### src/rtl/int_ctrl_pkg.sv
// Shared encodings for the interrupt controller: FSM states, MMIO word
// offsets and STATUS field positions.
package int_ctrl_pkg;

  // Controller state, also reported in STATUS[1:0]
  typedef enum logic [1:0] {
    ST_IDLE    = 2'd0,
    ST_REQ     = 2'd1,
    ST_SERVICE = 2'd2
  } state_t;

  // MMIO word offsets
  localparam logic [1:0] ADDR_MASK    = 2'd0;
  localparam logic [1:0] ADDR_PENDING = 2'd1;
  localparam logic [1:0] ADDR_CTRL    = 2'd2;
  localparam logic [1:0] ADDR_STATUS  = 2'd3;

  // STATUS field positions
  localparam int STATUS_STATE_LSB = 0;
  localparam int STATUS_ID_LSB    = 8;

endpackage

### src/rtl/int_prio_enc.sv
// Lowest-index-wins priority encoder over the eligible interrupt vector.
module int_prio_enc #(
  parameter int N_SRC = 8,
  parameter int ID_W  = 4
) (
  input  logic [N_SRC-1:0] req,
  output logic             valid,
  output logic [ID_W-1:0]  id
);

  // Scan from the top down so the lowest set index is the last one assigned
  always_comb begin
    valid = 1'b0;
    id    = '0;
    for (int i = N_SRC - 1; i >= 0; i--) begin
      if (req[i]) begin
        valid = 1'b1;
        id    = ID_W'(i);
      end
    end
  end

endmodule

### src/rtl/int_controller.sv
// Interrupt controller: rising-edge pending latch, software mask, global
// enable, lowest-index priority, one request per interrupt, then in-service
// until eret. Optional build macro INT_SYNC_EN adds a two-flop synchronizer
// on every source ahead of edge detection.
//
// Handshake: int_req is held high while in REQ; the pipeline answers with a
// single-cycle int_ack pulse, after which the controller stays in SERVICE
// (int_req low) until a single-cycle eret pulse. int_ack outside REQ and
// eret outside SERVICE are ignored.
module int_controller
  import int_ctrl_pkg::*;
#(
  parameter int          N_SRC    = 8,
  parameter int          ID_W     = 4,
  parameter int unsigned MASK_RST = 0
) (
  input  logic             clk,
  input  logic             rst,
  input  logic [N_SRC-1:0] src_in,
  input  logic             reg_we,
  input  logic [1:0]       reg_addr,
  input  logic [31:0]      reg_wdata,
  output logic [31:0]      reg_rdata,
  output logic             int_req,
  output logic [ID_W-1:0]  int_id,
  input  logic             int_ack,
  input  logic             eret
);

  state_t           state;
  logic [N_SRC-1:0] src_s;
  logic [N_SRC-1:0] prev;
  logic [N_SRC-1:0] pending;
  logic [N_SRC-1:0] pending_nx;
  logic [N_SRC-1:0] mask;
  logic             gie;
  logic [N_SRC-1:0] edges;
  logic [N_SRC-1:0] clr;
  logic [N_SRC-1:0] eligible;
  logic [N_SRC-1:0] id_onehot;
  logic             win_valid;
  logic [ID_W-1:0]  win_id;
  logic [1:0]       arm_cnt;
  logic             armed;
  logic             unused_wdata;

  assign unused_wdata = ^reg_wdata[31:N_SRC];

`ifdef INT_SYNC_EN
  // Edges blocked until the synchronizer and history have both filled
  localparam logic [1:0] ARM_CYC = 2'd3;
  logic [N_SRC-1:0] sync1;
  logic [N_SRC-1:0] sync2;

  // Two-flop synchronizer per source
  always_ff @(posedge clk or posedge rst) begin
    if (rst) begin
      sync1 <= '0;
      sync2 <= '0;
    end else begin
      sync1 <= src_in;
      sync2 <= sync1;
    end
  end
  assign src_s = sync2;
`else
  // Edges blocked for the first cycle so a level held through reset is not an edge
  localparam logic [1:0] ARM_CYC = 2'd1;
  assign src_s = src_in;
`endif

  assign armed     = (arm_cnt == ARM_CYC);
  assign edges     = src_s & ~prev & {N_SRC{armed}};
  assign eligible  = pending & mask & {N_SRC{gie}};
  assign id_onehot = N_SRC'(1) << int_id;

  int_prio_enc #(.N_SRC(N_SRC), .ID_W(ID_W)) u_prio (
    .req   (eligible),
    .valid (win_valid),
    .id    (win_id)
  );

  // Pending update: W1C and ack clears, new edges take precedence over both
  always_comb begin
    clr = '0;
    if (reg_we && reg_addr == ADDR_PENDING) clr = reg_wdata[N_SRC-1:0];
    if (state == ST_REQ && int_ack) clr = clr | id_onehot;
    pending_nx = (pending & ~clr) | edges;
  end

  // Register file, edge history and post-reset arming counter
  always_ff @(posedge clk or posedge rst) begin
    if (rst) begin
      prev    <= '0;
      pending <= '0;
      mask    <= N_SRC'(MASK_RST);
      gie     <= 1'b0;
      arm_cnt <= '0;
    end else begin
      prev    <= src_s;
      pending <= pending_nx;
      if (!armed) arm_cnt <= arm_cnt + 2'd1;
      if (reg_we && reg_addr == ADDR_MASK) mask <= reg_wdata[N_SRC-1:0];
      if (reg_we && reg_addr == ADDR_CTRL) gie <= reg_wdata[0];
    end
  end

  // Request / service FSM with registered int_req and int_id
  always_ff @(posedge clk or posedge rst) begin
    if (rst) begin
      state   <= ST_IDLE;
      int_req <= 1'b0;
      int_id  <= '0;
    end else begin
      case (state)
        ST_IDLE: begin
          if (win_valid) begin
            state   <= ST_REQ;
            int_req <= 1'b1;
            int_id  <= win_id;
          end
        end
        ST_REQ: begin
          if (int_ack) begin
            state   <= ST_SERVICE;
            int_req <= 1'b0;
          end else if (!(|(pending & id_onehot)) || !(|(mask & id_onehot)) || !gie) begin
            state   <= ST_IDLE;
            int_req <= 1'b0;
          end
        end
        ST_SERVICE: begin
          int_req <= 1'b0;
          if (eret) state <= ST_IDLE;
        end
        default: begin
          state   <= ST_IDLE;
          int_req <= 1'b0;
        end
      endcase
    end
  end

  // MMIO read mux, unused bits read as zero
  always_comb begin
    reg_rdata = '0;
    case (reg_addr)
      ADDR_MASK:    reg_rdata[N_SRC-1:0] = mask;
      ADDR_PENDING: reg_rdata[N_SRC-1:0] = pending;
      ADDR_CTRL:    reg_rdata[0] = gie;
      default: begin
        reg_rdata[STATUS_STATE_LSB +: 2] = state;
        reg_rdata[STATUS_ID_LSB +: ID_W] = int_id;
      end
    endcase
  end

endmodule

### config.mk
export PLATFORM = sky130hd
export DESIGN_NAME = int_controller
export DESIGN_NICKNAME = d
export VERILOG_FILES = /design/src/rtl/int_ctrl_pkg.sv /design/src/rtl/int_prio_enc.sv /design/src/rtl/int_controller.sv
export SDC_FILE = /design/constraint.sdc
export NUM_CORES = 1
export LEC_CHECK = 0
export ABC_AREA = 1
export BUFFER_PORTS_ARGS = -buffer_cell sky130_fd_sc_hd__buf_2
export CAP_MARGIN = 40
export CORE_MARGIN = 1
export CORE_UTILIZATION = 44
export CTS_BUF_LIST = sky130_fd_sc_hd__clkbuf_4
export DETAILED_ROUTE_END_ITERATION = 16
export GPL_ROUTABILITY_DRIVEN = 0
export PLACE_DENSITY = 0.74
export SYNTH_ARGS = -nofsm -noshare
export SYNTH_HDL_FRONTEND = slang
export SYNTH_SLANG_ARGS = --single-unit
### constraint.sdc
create_clock -name clk -period 1.6 [get_ports clk]
set_clock_uncertainty 0.1 [all_clocks]
set_input_delay 0 -clock clk [delete_from_list [all_inputs] [get_ports clk]]
set_output_delay 0 -clock clk [all_outputs]
set_load 0.02 [all_outputs]
# Yosys cells after proc, flatten, opt, wreduce, memory -nomap -nowiden
# Cells that the tools add are included.
# Widths: inputs -> output; s select.
dict set report classes {
  mux 31
  eq_ne 8
  n_reduce_logical 17
  bitwise_logic 11
  shift 1
  add_sub_neg 1
}
# cell n
set op_table {}
lappend op_table {{$and 8x8->8} 7}
lappend op_table {{$mux 3} 8}
lappend op_table {{$mux 8} 2}
lappend op_table {{$not 8->8} 2}
lappend op_table {{$or 8x8->8} 2}
lappend op_table {{$reduce_or 8->1} 2}
lappend op_table {{$pmux 6 s2} 1}
lappend op_table {{$mux 1} 11}
lappend op_table {{$mux 2} 4}
lappend op_table {{$shl 1x4->8 const A} 1}
lappend op_table {{$eq 2x1->1 const B} 3}
lappend op_table {{$pmux 1 s3} 2}
lappend op_table {{$pmux 2 s3} 1}
lappend op_table {{$eq 2x2->1 const B} 2}
lappend op_table {{$logic_and 1x1->1} 4}
lappend op_table {{$logic_not 2->1} 2}
lappend op_table {{$mux 4} 1}
lappend op_table {{$reduce_and 2->1} 2}
lappend op_table {{$logic_not 1->1} 3}
lappend op_table {{$ne 3x2->1 const B} 1}
lappend op_table {{$reduce_and 3->1} 1}
lappend op_table {{$reduce_or 3->1} 1}
lappend op_table {{$add 2x1->2 const B} 1}
lappend op_table {{$logic_or 1x1->1} 2}
lappend op_table {{3 further kinds} 3}
dict set report totals {
  inputBits 47
  reg_bits 34
}

# Logic depth before layout (Yosys ltp)
# Gate-level depths: netlist of the first run.
dict set report depth {
  ltp_word 12
  depth_mapped 10
  mapped_depth_nobuf 9
}

# Hierarchy
# Synthesis of the first run repeated with hierarchy kept, for this count alone.
dict set report unflattened {
  cells_unflattened 261
  area_unflattened_um2 1955.6
}
# mod area_each_um2 instances cells_per_inst
set modules_own_cells {}
lappend modules_own_cells {int_controller 1845.5 1 237}
lappend modules_own_cells {int_prio_enc 110.1 1 24}

# Least setup slack after synthesis of the first run
# OpenSTA, ideal clock, no wires.
dict set report synth_timing {
  path_type {flip-flop to flip-flop}
  start {register int_id[2]}
  end {register int_req}
  synth_period_minus_slack_ns 1.398
  setup_slack_ns 0.202
  stages_incl_launch_ff 11
  arrival_ns 1.174
  t_required_ns 1.377
  path_cell_list {dfrtp_1 -> inv_2 -> buf_6 -> nand4_1 -> nand2_1 -> nor2_1 -> nand2_1 -> nand3_1 -> nand2_1 -> nand2_1 -> nand2_1}
}
dict set report synth_via {
  elab_chain_len 8
  elab_cells_between_ends 11
}
# item line
set synth_lines {}
lappend synth_lines {{start, declared} int_controller.sv:25} ;# output logic [ID_W-1:0] int_id,
lappend synth_lines {{start signal, assigned} int_controller.sv:120} ;# int_id <= win_id;
lappend synth_lines {{$shl 1x4->8 (*)} int_controller.sv:75} ;# assign id_onehot = N_SRC'(1) << int_id;
lappend synth_lines {{$and 8x8->8} int_controller.sv:127} ;# end else if (!(|(pending & id_onehot)) || !(|(mask & id_onehot)) || !gie) begin
lappend synth_lines {{$reduce_or 8->1} int_controller.sv:127}
lappend synth_lines {{$logic_not 1->1} int_controller.sv:127}
lappend synth_lines {{$logic_or 1x1->1 (*) (2 in a row)} int_controller.sv:127}
lappend synth_lines {{$ne 3x2->1 (no line) (*)} --}
lappend synth_lines {{$reduce_and 2->1 (no line) (*)} --}
lappend synth_lines {{end signal, assigned} int_controller.sv:126} ;# int_req <= 1'b0;
lappend synth_lines {{end signal, assigned} int_controller.sv:129} ;# int_req <= 1'b0;
lappend synth_lines {{end signal, assigned} int_controller.sv:133} ;# int_req <= 1'b0;
lappend synth_lines {{end, declared} int_controller.sv:24} ;# output logic int_req,
# Mark *: on every way between the ends. The rest lies on a longest branch, timed or not.
# A chain may end at the register's enable or synchronous reset.

# Final worst setup path of the first run
dict set report layout_timing {
  start {input port reg_addr[1]}
  end {output port reg_rdata[4]}
}
dict set report layout_via {
  elab_chain_len 2
  elab_cells_between_ends 3
}
# item line
set layout_lines {}
lappend layout_lines {{start, declared} int_controller.sv:21} ;# input logic [1:0] reg_addr,
lappend layout_lines {{$eq 2x1->1 / $logic_not 2->1 (equally long branches)} int_controller.sv:147} ;# case (reg_addr)
lappend layout_lines {{$pmux 6 s2 (*)} int_controller.sv:147}
lappend layout_lines {{end, declared} int_controller.sv:23} ;# output logic [31:0] reg_rdata,
# Marks and branches as above.

==> flow_summary.toml, run 1 <==
[synth]
synth_seq_cells = 33
synth_edf_count = 0
ys_async_sr_fraction_pct = 100
synth_area_leaders = "dfrtp_1, nand2_1, buf_4"
ys_top_cells_by_count = "nand2_1, dfrtp_1, buf_4"
syn_inst = 241
synth_top_area_share_pct = 41.5
ys.flop_type = "dfrtp_1"
synth.most_common_cell = "nand2_1"
synth.distinct_cells = 29
synth_top_cell_by_area = "dfrtp_1"
synth_area_mm2 = 0.00199
yosysSeqAreaShare_pct = 41.5
yosys_warnings = 0
avgSynthCellArea_um2 = 8.25

[sta]
final_hold_viol_count = 0
fin_crit_sh_pct = 94.3
finalCriticalPeriod_ps = 1510
fmax_mhz = 663
rsz0062_at_grt = "no"
slew_violations = 0
setup_viol = 0
setup-tns-final_ps = 0

[cts]
htree_levels = 2
clk-insertion-delay-late_ps = 340
cts-root-buf = "clkbuf_4"
clock_path_buffers = 2
clkSinkCount = 33
cts_tree = "done"
cts.clk_slew.worst_paths_ps = 90
cts_inserted_buffers = 5

[power]
p_int_mw = 1.65
p_per_area_mw_per_mm2 = 1220
vdd_drop_max_mv = 0.610
power_frac_comb_pct = 43.9
sw_frac_of_total_pct = 44.3
leakagePower_nw = 1.26
p_switching_mw = 1.32
pwr-share-seq_pct = 41.1
clkPwrFrac_pct = 15.1

[hold_path]
hp-class = "in2async"

[global_route]
grt_pass1_wl_mm = 7.62
overflow = 0
grt_pass1_vias = 1738
track_usage_pct = 20.3
antenna_found_initial = 0
grt_max_degree = 34

[die]
die_x_um = 69.2
row_count = 24
core_mm2 = 0.00435
die_height_um = 69.2
die_area_mm2 = 0.00479
pin_count = 84
start_util_pct = 45.7

[worst_setup_path]
end_kind = "output pin"
cp.arrival_ps = 1410
path_max_fanout = 7
required_ps = 1500
start_kind = "input port"
critPathKind = "in2out"

[final_layout]
instances_no_fill = 359
area_delta_synth_final_pct = 21.9
drive_gt1_share_pct = 24.8
fillerInstances = 417
nNetsFinal = 355
seq_area_um2 = 828
diodes = 0
multiInputGateArea_um2 = 937

[routing]
dr.pass1.iters = 4
totalWireLength_mm = 4.53
drt_iter0_drc = 92
ant_nets = 0
post_drt_via_cell_ratio = 4.97
wire_per_inst_um = 12.6
num_vias = 1785
drc = 0

[placement]
post-place-cells = 330
dp_hpwl_mm = 3.30
port_buffers = 37

[outcome]
status = "finished, final reports clean"

[run]
drv_cap = 0
[power by group through the flow]
stage	Combinational, mW	Clock, mW	Sequential (mW)
floorplan	0.994	0	1.21
global placement	1.24	0	1.22
detailed placement	1.26	0	1.23
CTS	1.30	0.454	1.21
global route	1.46	0.493	1.25
finish	1.30	0.447	1.22
[placed cells by master (no fill, tap or decap), drive strengths merged]
| cell | netlist | routed |
|---|---|---|
| nor2 | 18 | 18 |
| o22ai | 8 | 8 |
| a22o | 2 | 2 |
| inv | 21 | 21 |
| a21oi | 7 | 7 |
| nand2 | 64 | 64 |
| clkbuf | 1 | 6 |
| nor4 | 7 | 7 |
| buf | 28 | 45 |
| clkinv | 0 | 1 |
| dfrtp | 33 | 33 |
| xnor2 | 1 | 1 |
| o21ai | 12 | 12 |
| o31ai | 1 | 1 |
| conb | 1 | 22 |
| nand3 | 18 | 18 |
| mux2 | 4 | 4 |
| o211ai | 2 | 2 |
| nand4 | 12 | 12 |
| dlygate4sd3 | 0 | 22 |
| ha | 1 | 1 |
[repair_timing]
item,4_1_cts,5_1_grt
gates resized for setup,0,3
setup endpoints to repair,0,5
hold endpoints to repair,61,0
hold buffers,22,0
setup buffers,0,0
[sequential cells by signal (all words and copies together) (netlist names)]
name / cells
int_req: 1
state: 2
prev: 8
gie: 1
arm_cnt: 2
mask: 8
pending: 8
int_id: 3
[worst paths after layout]
check	from	end	cells past startpoint	slack, ps
setup / recovery	reg_addr[1]	reg_rdata[4]	6	90
hold reg to reg	prev[6]$_DFF_PP0_	pending[6]$_DFF_PP0_	1	340
hold / removal	rst	arm_cnt[0]$_DFFE_PP0N_	4	180
setup reg to reg	gie$_DFFE_PP0P_	int_id[0]$_DFFE_PP0P_	8	100
min in group clk	src_in[0]	prev[0]$_DFF_PP0_	2	210
max in group asynchronous	rst	int_id[0]$_DFFE_PP0P_	4	900
[layer usage]
layer	wire, um	global-route usage [%]
met4	62	8.39
met5	0	0
met2	2190	34.0
met1	2000	24.3
met3	273	5.96
[area by class of cell]
cell class	instances	share of cell area (%)
inverters	21	3.25
clock buffers	6	1.86
well taps	52	2.68
clock inverters	1	0.155
repair buffers	67	19.2
multi-input cells	179	38.7
flip-flops and latches	33	34.2
[critical path, stage by stage]
cell and delay, ps:
dlygate4sd3_1 530, buf_2 170, nor2_4 240, inv_1 100
o21ai_0 180, buf_2 190
[cells by family after synthesis]
| family | synth area share, % |
|---|---|
| AO/OA/AOI/OAI | 10.0 |
| buffers and inverters | 15.3 |
| AND/OR/NAND/NOR | 29.3 |
| flip-flops | 41.5 |
| other | 0.189 |
| multiplexers | 2.64 |
| XOR/XNOR | 0.441 |
| adder cells (fa/ha/maj) | 0.629 |
[through the flow]
stage / worst slack, ps / total power [mW] / instance area [um^2] / utilization (%) / hold WS [ps]
finish: 91.4 / 2.97 / 2420 / 55.7 / 176
global route: 2.83 / 3.20 / 2420 / 55.7 / 200
CTS: 10.5 / 2.97 / 2420 / 55.6 / 179
detailed placement: 41.7 / 2.49 / 2150 / 49.4 / 6.98
global placement: 46.8 / 2.46 / 2150 / 49.4 / 5.37
floorplan: 202 / 2.21 / 2070 / - / -68.6
Note: power is estimated with default switching activity, not from simulation.
==> run 2, diff against run 1 <==
--- a/config.mk
+++ b/config.mk
@@ -7,12 +7,12 @@
 export LEC_CHECK = 0
 export ABC_AREA = 1
 export BUFFER_PORTS_ARGS = -buffer_cell sky130_fd_sc_hd__buf_2
-export CAP_MARGIN = 40
 export CORE_MARGIN = 1
 export CORE_UTILIZATION = 44
 export CTS_BUF_LIST = sky130_fd_sc_hd__clkbuf_4
 export DETAILED_ROUTE_END_ITERATION = 16
 export GPL_ROUTABILITY_DRIVEN = 0
+export MAX_ROUTING_LAYER = met4
 export PLACE_DENSITY = 0.74
 export SYNTH_ARGS = -nofsm -noshare
 export SYNTH_HDL_FRONTEND = slang
==> flow_summary.toml, run 2 (synthesis results as in run 1) <==
[worst_setup_path]
start_kind = "flip-flop"
critPathKind = "reg2reg"
path_max_fanout = 6
end_kind = "flip-flop"
cp.arrival_ps = 1700
required_ps = 1780
rrSetupSlack_ps = 80

[power]
clkPwrFrac_pct = 14.9
p_switching_mw = 1.31
vdd_drop_max_mv = 0.612
p_per_area_mw_per_mm2 = 1220
power_frac_comb_pct = 44.0
pwr-share-seq_pct = 41.0
sw_frac_of_total_pct = 44.3
power_mw = 2.96
p_int_mw = 1.65
leakagePower_nw = 1.26

[global_route]
use_met1_pct = 24.7
track_usage_pct = 20.8
grt_max_degree = 34
grt_pass1_vias = 1739
gr-usage-met2_pct = 34.0
overflow = 0
top_usage_layer = "met2"
grt_use_met3_pct = 5.23
grt_pass1_wl_mm = 7.60
antenna_found_initial = 0

[sta]
finalCriticalPeriod_ps = 1520
fmax_mhz = 660
slew_violations = 0
fin_crit_sh_pct = 94.8
rsz0062_at_grt = "no"
setup_viol = 0
setup-tns-final_ps = 0
final_hold_viol_count = 0

[routing]
post_drt_via_cell_ratio = 5.00
totalWireLength_mm = 4.50
dr.pass1.iters = 4
drc = 0
wire_per_inst_um = 12.5
drt_iter0_drc = 99
ant_nets = 0
num_vias = 1795

[die]
core_mm2 = 0.00435
row_count = 24
pin_count = 84
die_height_um = 69.2
start_util_pct = 45.7
die_x_um = 69.2
die_area_mm2 = 0.00479

[run]
drv_cap = 0

[final_layout]
drive_gt1_share_pct = 24.8
biggestRegsByFlops = "mask: 8 flops, pending: 8 flops, prev: 8 flops"
layout_common_cells = "nand2_1, buf_2, dfrtp_1, conb_1, dlygate4sd3_1"
final_common_cell = "nand2_1"
area_delta_synth_final_pct = 21.9
fillerInstances = 417
nNetsFinal = 355
diodes = 0

[cts]
htree_levels = 2
clk-insertion-delay-late_ps = 340
postCtsSetupBuffers = 0
cts.clk_slew.worst_paths_ps = 100
cts-root-buf = "clkbuf_4"
clkSinkCount = 33
cts_tree = "done"
clock_path_buffers = 2
cts_inserted_buffers = 5

[placement]
port_buffers = 37
dp_hpwl_mm = 3.30

[outcome]
status = "finished, final reports clean"

[hold_path]
hp-class = "in2async"
run 2: cell counts in the layout (fill, tap and decap cells not counted):
No cell type changed its count.
run 2: per-layer routing:
| layer | vias to the layer above | part of all wire (%) |
|---|---|---|
| met5 | - | 0 |
| met4 | 0 | 1.6 |
| met3 | 8 | 6.3 |
| met2 | 75 | 48 |
| met1 | 816 | 44 |
| li1 | 896 | - |
run 2: area by class of cell:
class	instances	area, um^2	area share [%]
Multi-Input combinational cell	179	937	38.7
Clock buffer	6	45.0	1.86
Timing Repair Buffer	67	465	19.2
Inverter	21	78.8	3.25
Tap cell	52	65.1	2.68
Clock inverter	1	3.75	0.155
Sequential cell	33	828	34.2
run 2: power groups by stage:
| stage | Combinational (mW) | Sequential, mW | Clock [mW] |
|---|---|---|---|
| 4_1_cts | 1.30 | 1.21 | 0.454 |
| 2_1_floorplan | 0.994 | 1.21 | 0 |
| 3_5_place_dp | 1.26 | 1.23 | 0 |
| 5_1_grt | 1.46 | 1.25 | 0.493 |
| 3_3_place_gp | 1.24 | 1.22 | 0 |
| 6_report | 1.30 | 1.22 | 0.443 |
run 2: worst max-delay path, cell delays in order, from the launching register on:
cell and delay (ps):
dfrtp_1 460, nor2_1 290, nand3_1 110, o21ai_0 110
nor2_1 60, nand2_1 50, nand3_1 90, nand2_1 80
nand2_1 50, nand2_1 50
run 2: what timing repair did:
action,4_1_cts,5_1_grt
gates resized for setup,0,3
setup endpoints to repair,0,5
hold buffers,22,0
endpoints found under the hold margin,61,0
run 2: metrics by stage:
stage	util [%]	hold WS (ps)	cells	setup slack (ps)	area (um^2)
floorplan	-	-68.6	262	202	2070
global placement	49.4	5.37	330	46.8	2150
detailed placement	49.4	6.98	330	41.7	2150
CTS	55.6	179	359	10.5	2420
global route	55.7	200	359	2.83	2420
finish	55.7	172	359	83.8	2420
run 2: worst paths after layout:
check | depth (start not counted) | end | start
min in group clk | 2 | prev[6]$_DFF_PP0_ | src_in[6]
max in group asynchronous | 4 | int_id[0]$_DFFE_PP0P_ | rst
max | 9 | int_req$_DFFE_PP0P_ | int_id[1]$_DFFE_PP0P_
min reg2reg | 1 | pending[6]$_DFF_PP0_ | prev[6]$_DFF_PP0_
min | 4 | arm_cnt[0]$_DFFE_PP0N_ | rst
max reg2reg | 9 | int_req$_DFFE_PP0P_ | int_id[1]$_DFFE_PP0P_
